--- src/rtl/debounce3_pkg.sv ---
// rtl/debounce3_pkg.sv - shared board constants for the three-channel debouncer
// Purpose: IceZUM clock and debounce-time constants, plus the derived default
//          debounce length in clock cycles.
`timescale 1ns/1ps
package debounce3_pkg;

  localparam int CLK_HZ        = 12_000_000;
  localparam int DB_MS_DEFAULT = 20;

  // 20 ms at 12 MHz = 240000 clocks
  localparam int DB_CYCLES_DEFAULT = (CLK_HZ / 1000) * DB_MS_DEFAULT;

endpackage

--- src/rtl/debounce_ch.sv ---
// rtl/debounce_ch.sv - one debounced push-button channel
// Purpose: two-flop synchroniser, stability counter, stable level register and
//          registered press pulse for a single raw switch input.
// Ports:
//   clk  - system clock
//   rstn - asynchronous active-low reset
//   sw   - raw active-high switch input, asynchronous to clk
//   x    - debounced stable level
//   p    - one-cycle pulse on each accepted 0->1 change of x
`timescale 1ns/1ps
module debounce_ch #(
  parameter int DB_CYCLES = 240000
) (
  input  logic clk,
  input  logic rstn,
  input  logic sw,
  output logic x,
  output logic p
);

  localparam int CW = $clog2(DB_CYCLES);
  localparam logic [CW-1:0] CNT_LAST = CW'(DB_CYCLES - 1);

  logic          s1;
  logic          s2;
  logic          st;
  logic [CW-1:0] cnt;

  always_ff @(posedge clk or negedge rstn) begin
    if (!rstn) begin
      s1  <= 1'b0;
      s2  <= 1'b0;
      st  <= 1'b0;
      cnt <= '0;
      p   <= 1'b0;
    end else begin
      s1 <= sw;
      s2 <= s1;
      p  <= 1'b0;
      if (s2 != st) begin
        if (cnt == CNT_LAST) begin
          // Accept the new level; pulse only when it is a rising update,
          // so p lines up with the first cycle x reads 1.
          st  <= s2;
          cnt <= '0;
          p   <= s2;
        end else begin
          cnt <= cnt + CW'(1);
        end
      end else begin
        // Any return to the stable level restarts the acceptance window.
        cnt <= '0;
      end
    end
  end

  assign x = st;

endmodule

--- src/rtl/debounce3.sv ---
// rtl/debounce3.sv - three independent debounced push-button channels
// Purpose: wraps three identical debounce_ch instances for the IceZUM buttons.
// Ports:
//   clk           - 12 MHz system clock
//   rstn          - asynchronous active-low reset
//   sw0, sw1, sw2 - raw active-high button inputs
//   x0, x1, x2    - debounced stable levels
//   p0, p1, p2    - one-cycle press pulses
`timescale 1ns/1ps
module debounce3
  import debounce3_pkg::*;
#(
  parameter int DB_CYCLES = DB_CYCLES_DEFAULT
) (
  input  logic clk,
  input  logic rstn,
  input  logic sw0,
  input  logic sw1,
  input  logic sw2,
  output logic x0,
  output logic x1,
  output logic x2,
  output logic p0,
  output logic p1,
  output logic p2
);

  debounce_ch #(.DB_CYCLES(DB_CYCLES)) u_ch0 (
    .clk  (clk),
    .rstn (rstn),
    .sw   (sw0),
    .x    (x0),
    .p    (p0)
  );

  debounce_ch #(.DB_CYCLES(DB_CYCLES)) u_ch1 (
    .clk  (clk),
    .rstn (rstn),
    .sw   (sw1),
    .x    (x1),
    .p    (p1)
  );

  debounce_ch #(.DB_CYCLES(DB_CYCLES)) u_ch2 (
    .clk  (clk),
    .rstn (rstn),
    .sw   (sw2),
    .x    (x2),
    .p    (p2)
  );

endmodule
--- config.mk ---
export PLATFORM = sky130hd
export DESIGN_NAME = debounce3
export DESIGN_NICKNAME = d
export VERILOG_FILES = /design/src/rtl/debounce3_pkg.sv /design/src/rtl/debounce_ch.sv /design/src/rtl/debounce3.sv
export SDC_FILE = /design/constraint.sdc
export NUM_CORES = 1
export LEC_CHECK = 0
export ABC_AREA = 1
export CAP_MARGIN = 10
export CORE_MARGIN = 4
export CORE_UTILIZATION = 25
export DETAILED_ROUTE_END_ITERATION = 12
export PLACE_DENSITY = 0.48
export SKIP_LAST_GASP = 1
export SYNTH_ARGS = -nofsm -noshare
export SYNTH_HDL_FRONTEND = slang
export SYNTH_SLANG_ARGS = --single-unit
--- constraint.sdc ---
create_clock -name clk -period 2.6 [get_ports clk]
set_clock_uncertainty 0.1 [all_clocks]
set_input_delay 0.78 -clock clk [delete_from_list [all_inputs] [get_ports clk]]
set_output_delay 0.78 -clock clk [all_outputs]
set_load 0.02 [all_outputs]
==> results of run 1 <==
power by group:
group	internal, W	switching [W]	total (W)
sequential	0.00104	0.0000116	0.00105
combinational	0.0000242	0.0000526	0.0000768
clock	0.000672	0.000465	0.00114
logic make-up after synthesis:
family / count (synthesis) / share of synthesized area
flops: 66 / 0.4848
compound gates: 20 / 0.03158
simple gates: 246 / 0.3485
fa+ha+maj: 3 / 0.01102
xor+xnor: 29 / 0.08116
buf+inv: 39 / 0.04297
layout make-up:
class,count,area [um2],area share
inverters,39,146.4,0.03627
multi-input cells,298,1609,0.3986
clock inverters,6,40.04,0.009919
repair buffers,13,130.1,0.03224
clock buffers,10,239.0,0.05921
well taps,176,220.2,0.05456
flip-flops and latches,66,1652,0.4092
per-layer routing:
| layer | vias up | global-route usage | part of all wire |
|---|---|---|---|
| li1 | 1312 | - | - |
| met1 | 1184 | 0.1264 | 0.51 |
| met2 | 39 | 0.1434 | 0.44 |
| met3 | 10 | 0.03002 | 0.033 |
| met4 | 0 | 0.03675 | 0.016 |
| met5 | - | 0 | 0 |
registers in the layout, indices dropped and copies added (netlist names):
name,cells
u_ch0.cnt,18
u_ch1.cnt,18
u_ch2.cnt,18
u_ch0.p,1
u_ch0.s1,1
u_ch0.s2,1
u_ch0.x,1
u_ch1.p,1
u_ch1.s1,1
u_ch1.s2,1
u_ch1.x,1
u_ch2.p,1
u_ch2.s1,1
u_ch2.s2,1
u_ch2.x,1
cells in the final DEF (no fill, tap or decap), types with 2 or more instances in the layout:
cell             count
xor2_2               3
nor2_2              17
nor3b_2              2
buf_4                2
ha_1                 3
nor3b_1              5
nor2_4               5
nand3_1             30
xor2_1              16
o21ai_0              9
inv_6                2
nor2_1              90
nand2_1             67
nand4_1              5
nor3_2               4
nand2_2             13
clkinv_2             3
nor3_1               2
dfrtp_1             66
a21oi_1              7
inv_1               35
nand3_2              3
xnor2_1             10
o21bai_1             3
inv_2                4
clkdlybuf4s50_1      9
clkbuf_16            9
nand2_4              2
stage by stage:
step | utilization | cells
2_1_floorplan | - | 403
3_3_place_gp | 0.2826 | 592
3_5_place_dp | 0.2826 | 592
4_1_cts | 0.3036 | 608
5_1_grt | 0.3036 | 608
6_report | 0.3036 | 608
worst max path at each step:
stage	startpoint	endpoint	slack, ps	cells after the start
2_1_floorplan	u_ch0.cnt[0]	u_ch0.cnt[11]	1180	6
6_report	u_ch2.x	x2	300	1
5_1_grt	u_ch1.x	x1	250	1
4_1_cts	u_ch2.x	x2	280	1
3_3_place_gp	u_ch2.x	x2	660	1
3_5_place_dp	u_ch2.x	x2	650	1
==> flow_summary.toml, run 1 <==
[hold_path]
hp-class = "reg -> reg"
holdPathStages = 0
hp-start = "u_ch2.s1"
min_to = "u_ch2.s2"

[pwr]
p_leak_nw = 1.638
power_density_nw_per_um2 = 562.2
power.total_w = 0.002269
ir_worst_vdd_uv = 415.0

[logic_synthesis]
synthTopCellsByCount = "nor2_1, nand2_1, dfrtp_1"
synth-edff-count = 0
ys_seq_area_frac = 0.4848
yosys_warnings = 0
synth_ff_type = "dfrtp_1"
syn_area_per_cell_um2 = 8.454
synth_top_area_share = 0.4848
synth_area_leader_cell = "dfrtp_1"
synthTopCellsByArea = "dfrtp_1, nor2_1, nand2_1"
async_flop_share = 1.000
syn_nets = 411
yosysMostFrequentCell = "nor2_1"
syn_inst = 403
ys_types = 25
synth_seq_cells = 66
syn_area_um2 = 3407

[grt]
grt_pass1_vias = 2606
overflow = 0
grt_util_all_layers = 0.09488
grt_pass1_wl_mm = 12.06
antenna_found_initial = 0
grt_max_degree = 26

[floorplan]
die_w_um = 124.7
rows = 42
die-area_um2 = 15560
fp.dieH_um = 124.7
start_util = 0.2563
num_io_pins = 11
core_um2 = 13300

[cts]
cts_tree = "yes"
cts_hold_buffers = 0
htree_levels = 3
cts_buffers = 9
cts_root_buffer = "clkbuf_16"
cts.sinks = 66
ctsResizeCount = 0
postCtsSetupRepairBufs = 0
insertion_delay_ps = 330
clock_path_buffers = 2
clkSlewWorstSetupHoldPaths_ps = 60

[finish]
layout-drive-gt1-share = 0.1713
stdcell_area_um2 = 4036
num_antenna_cells = 0
fillCellCount = 1415
nNetsFinal = 435
area_growth_pct = 18.47

[worst_setup_path]
r2r_cells = 5
cp.required_ps = 1720
r2r_start = "u_ch1.cnt[0]"
end_kind = "output pin"
r2r_setup_slack_ps = 870
cp_top_family = "buffers and inverters"
path_buf_inv = 1
slowest_delay_ps = 650
crit_chain = "clkdlybuf4s50_1"
crit_fanout = 4
timing.rr.end = "u_ch1.p"
worstSetupStartpointType = "flip-flop"
critPathKind = "reg -> out"
cp_slowest_cell = "clkdlybuf4s50_1"
arrival_ps = 1420

[detailed_routing]
vias = 2545
dr.pass1.iters = 4
wire_per_inst_um = 11.15
drc = 0
vias_per_cell = 4.186
drt_iter0_drc = 130
ant_nets = 0
drt-total-wl_mm = 6.777

[sta]
slew_violations = 0
slew_headroom = 0.6405
fin_ws_ps = 301.1
hold_viol = 0
setup_viol = 0
hold-worst-slack_ps = 248.5
rsz0062_at_grt = "false"
setup_tns_ps = 0
fin_crit_ps = 2299
fin_crit_sh = 0.8842
fmax_mhz = 435.0
worstMarginPinSlew_ps = 539.2

[place]
place.gp.congestion = 0.8003
placed_area_um2 = 3757
port_buffers = 10
preCtsSetupSlack_ps = 654.8
dp_hpwl_mm = 4.936

[job]
max-cap-violations = 0

[outcome]
outcome = "complete, no violations"
Note: power is estimated with default switching activity, not from simulation.
==> inputs of run 2 (changes only) <==
--- a/config.mk
+++ b/config.mk
@@ -11,6 +11,8 @@
 export CORE_UTILIZATION = 25
 export DETAILED_ROUTE_END_ITERATION = 12
 export PLACE_DENSITY = 0.48
+export RECOVER_POWER = 50
+export SKIP_CTS_REPAIR_TIMING = 1
 export SKIP_LAST_GASP = 1
 export SYNTH_ARGS = -nofsm -noshare
 export SYNTH_HDL_FRONTEND = slang
==> flow_summary.toml, run 2 (synthesized netlist as in run 1, its figures left out) <==
[place]
place.gp.congestion = 0.8003
port_buffers = 10
dpl.cell_count = 592
dp_hpwl_mm = 4.936

[sta]
hold_viol = 0
slew_violations = 0
slew_headroom = 0.2144
setup_viol = 0
fin_crit_ps = 2299
worstMarginPinSlew_ps = 1178
fmax_mhz = 435.0
rsz0062_at_grt = "false"
setup_tns_ps = 0
fin_crit_sh = 0.8842

[hold_path]
hp-class = "reg -> reg"

[pwr]
switching_share = 0.2329
comb_power_share = 0.032
power.switching_w = 0.0005268
p_leak_nw = 1.623
ir_worst_vdd_uv = 415.0
intPower_w = 0.001735
pwr-share-clk = 0.502
seqPwrFrac = 0.466
power_density_nw_per_um2 = 563.6

[floorplan]
start_util = 0.2563
die-area_um2 = 15560
core_um2 = 13300
die_w_um = 124.7
rows = 42
fp.dieH_um = 124.7
num_io_pins = 11

[worst_setup_path]
cp_slowest_cell = "clkdlybuf4s50_1"
slowest_delay_ps = 650
end_kind = "output pin"
cp_top_family = "buffers and inverters"
cp.required_ps = 1720
arrival_ps = 1420
path_buf_inv = 1
crit_chain = "clkdlybuf4s50_1"
worstSetupStartpointType = "flip-flop"
critPathKind = "reg -> out"
crit_fanout = 4

[finish]
instances_no_fill = 608
top_regs = "u_ch0.cnt: 18 flops, u_ch1.cnt: 18 flops, u_ch2.cnt: 18 flops"
num_antenna_cells = 0
layout-drive-gt1-share = 0.1644
layout_commonest_cell = "nor2_1"
area_growth_pct = 17.77
nNetsFinal = 435
layout_common_cells = "nor2_1, nand2_1, dfrtp_1"

[cts]
cts_tree = "yes"
htree_levels = 3
insertion_delay_ps = 330
cts.sinks = 66
cts_buffers = 9
clock_path_buffers = 2
cts_root_buffer = "clkbuf_16"
clkSlewWorstSetupHoldPaths_ps = 60

[detailed_routing]
ant_nets = 0
drt-total-wl_mm = 6.809
drc = 0
drt_iter0_drc = 152
vias_per_cell = 4.168
dr.pass1.iters = 4
vias = 2534
wire_per_inst_um = 11.20

[grt]
overflow = 0
grt_pass1_vias = 2606
grt_max_degree = 26
use_met3 = 0.03002
met2_usage = 0.1434
grt_pass1_wl_mm = 12.06
grt_util_all_layers = 0.09488
antenna_found_initial = 0
top_usage_layer = "met2"
use_met1 = 0.1264

[outcome]
outcome = "complete, no violations"

[job]
max-cap-violations = 0
## run 2: cell count changes in the layout (fill, tap and decap cells not counted)
cell | previous run | this run
buf_4 | 2 | 0
clkbuf_1 | 0 | 3
dlygate4sd3_1 | 0 | 3
clkbuf_2 | 0 | 1
clkdlybuf4s50_1 | 9 | 6
buf_2 | 1 | 0
buf_12 | 1 | 0
## run 2: path summary, 6_finish.rpt
| kind | startpoint | cells after the start | endpoint | slack (ps) |
|---|---|---|---|---|
| hold / removal | u_ch2.s1 | 0 | u_ch2.s2 | 250 |
| hold reg to reg | u_ch2.s1 | 0 | u_ch2.s2 | 250 |
| setup reg to reg | u_ch1.cnt[0] | 5 | u_ch1.p | 870 |
| setup / recovery | u_ch2.x | 1 | x2 | 300 |
| max in group asynchronous | rstn | 2 | u_ch0.x | 570 |
| min in group asynchronous | rstn | 1 | u_ch1.cnt[12] | 570 |
## run 2: final cells by class
| class | count | area [um2] |
|---|---|---|
| clock buffers | 10 | 239.0 |
| fillers | 1420 | 9283 |
| multi-input cells | 298 | 1609 |
| flip-flops and latches | 66 | 1652 |
| repair buffers | 13 | 106.4 |
| inverters | 39 | 146.4 |
| clock inverters | 6 | 40.04 |
| well taps | 176 | 220.2 |
## run 2: metal layers
layer  vias to the layer above  routed length (um)
li1                       1311                   -
met1                      1180                3500
met2                        33                3007
met3                        10                 195
met4                         0                 106
met5                         -                   0
## run 2: power groups by stage
stage	Combinational (W)	Clock, W	Sequential, W
6_report	0.0000717	0.00113	0.00105
5_1_grt	0.0000856	0.00122	0.00106
4_1_cts	0.0000809	0.00117	0.00106
3_5_place_dp	0.0000805	0	0.00107
3_3_place_gp	0.0000793	0	0.00107
2_1_floorplan	0.0000366	0	0.00107
## run 2: worst reg2reg max path, cell delays in order (launching register included)
cell and delay, ps:
dfrtp_1 390, ha_1 200, nand2_2 100, nor3_2 260, nand3_2 200, nor3_1 340
## run 2: through the flow
| stage | total power (W) | setup WS [ps] | utilization | area (um2) | hold WS, ps |
|---|---|---|---|---|---|
| finish | 0.002262 | 301.0 | 0.3018 | 4013 | 248.5 |
| global route | 0.002363 | 237.7 | 0.3018 | 4013 | 269.5 |
| CTS | 0.002310 | 279.3 | 0.3036 | 4036 | 253.4 |
| detailed placement | 0.001154 | 654.8 | 0.2826 | 3757 | 237.1 |
| global placement | 0.001152 | 663.7 | 0.2826 | 3757 | 235.8 |
| floorplan | 0.001107 | 1176 | - | 3407 | 231.2 |
==> inputs of run 3 (changes only) <==
--- a/config.mk
+++ b/config.mk
@@ -6,6 +6,7 @@
 export NUM_CORES = 1
 export LEC_CHECK = 0
 export ABC_AREA = 1
+export ABC_CLOCK_PERIOD_IN_PS = 2600
 export CAP_MARGIN = 10
 export CORE_MARGIN = 4
 export CORE_UTILIZATION = 25
==> constraint.sdc (replaced) <==
create_clock -name clk -period 2.6 [get_ports clk]
set_clock_uncertainty 0.1 [all_clocks]
set_input_delay 0.52 -clock clk [delete_from_list [all_inputs] [get_ports clk]]
set_output_delay 0.52 -clock clk [all_outputs]
set_load 0.02 [all_outputs]
==> flow_summary.toml, run 3 (synthesized netlist as in run 1, its figures left out) <==
[sta]
slew_headroom = 0.01115
fin_crit_sh = 0.7850
fin_ws_ps = 559.1
fin_crit_ps = 2041
hold-worst-slack_ps = 245.2
setup_viol = 0
rsz0062_at_grt = "false"
worstMarginPinSlew_ps = 1483
fmax_mhz = 490.0
slew_violations = 0
setup_tns_ps = 0
hold_viol = 0

[detailed_routing]
vias = 2561
vias_per_cell = 4.219
drt-total-wl_mm = 6.693
drc = 0
dr_wl_met2_mm = 3.011
highest_layer = "met4"
wire_per_inst_um = 11.03
met1_length_mm = 3.282
dr_wl_met3_um = 276
drt_iter0_drc = 98
ant_nets = 0
dr.pass1.iters = 4

[floorplan]
fp.dieH_um = 124.7
rows = 42
num_io_pins = 11
die_w_um = 124.7
die-area_um2 = 15560
start_util = 0.2563
core_um2 = 13300

[finish]
layout_commonest_cell = "nor2_1"
area_growth_pct = 18.47
fin_util = 0.3036
layout_common_cells = "nor2_1, nand2_1, dfrtp_1"
nNetsFinal = 434
top_regs = "u_ch0.cnt: 18 flops, u_ch1.cnt: 18 flops, u_ch2.cnt: 18 flops"
layout-drive-gt1-share = 0.1624
num_antenna_cells = 0

[cts]
htree_levels = 3
insertion_delay_ps = 330
clock_path_buffers = 2
cts_root_buffer = "clkbuf_16"
cts.sinks = 66
clkSlewWorstSetupHoldPaths_ps = 60
cts_buffers = 9
cts_tree = "yes"

[grt]
grt_pass1_wl_mm = 11.70
antenna_found_initial = 0
grt_pass1_vias = 2457
overflow = 0
grt_util_all_layers = 0.09244
grt_max_degree = 30

[worst_setup_path]
cp_top_family = "buffers and inverters"
cp.required_ps = 1980
crit_fanout = 4
arrival_ps = 1420
crit_chain = "clkdlybuf4s50_1"
cp_slowest_cell = "clkdlybuf4s50_1"
critPathKind = "reg -> out"
slowest_delay_ps = 640
worstSetupStartpointType = "flip-flop"
path_buf_inv = 1
end_kind = "output pin"

[pwr]
power.total_w = 0.002310
ir_worst_vdd_uv = 539.0
power_density_nw_per_um2 = 572.4
p_leak_nw = 1.628

[hold_path]
hp-class = "reg -> reg"

[place]
preCtsSetupSlack_ps = 913.4
place.gp.congestion = 0.8048
dp_hpwl_mm = 4.876
port_buffers = 10

[outcome]
outcome = "complete, no violations"

[job]
max-cap-violations = 0
==> run 3: layout make-up <==
| type | instances | area, um2 |
|---|---|---|
| multi-input combinational | 298 | 1609 |
| clock inverter | 5 | 55.05 |
| tap | 176 | 220.2 |
| sequential | 66 | 1652 |
| timing repair buffer | 12 | 121.4 |
| inverter | 39 | 146.4 |
| clock buffer | 11 | 232.7 |
| fill | 1409 | 9259 |
==> run 3: per-layer routing <==
layer,GRT usage,vias to the layer above
met3,0.02916,8
met4,0.03868,0
met5,0,-
met1,0.1213,1199
li1,-,1313
met2,0.1406,41
==> run 3: power breakdown <==
| part | internal, W | switching, W | total, W |
|---|---|---|---|
| clock network | 0.000739 | 0.000442 | 0.00118 |
| logic | 0.0000224 | 0.0000525 | 0.0000749 |
| registers | 0.00104 | 0.0000113 | 0.00105 |
==> run 3: worst paths after layout <==
kind | from | endpoint | slack (ps) | cells past startpoint
hold / removal | u_ch2.s1 | u_ch2.s2 | 250 | 0
setup reg to reg | u_ch0.cnt[0] | u_ch0.cnt[11] | 900 | 6
hold reg to reg | u_ch2.s1 | u_ch2.s2 | 250 | 0
setup / recovery | u_ch1.x | x1 | 560 | 1
max in group asynchronous | rstn | u_ch2.p | 1050 | 2
min in group asynchronous | rstn | u_ch1.cnt[11] | 430 | 1
==> run 3: per-stage QoR <==
| stage | instances | cell area [um2] |
|---|---|---|
| after floorplan | 403 | 3407 |
| final | 607 | 4036 |
| after detailed placement | 591 | 3750 |
| after CTS | 607 | 4038 |
| after global placement | 591 | 3750 |
| after global routing | 607 | 4036 |
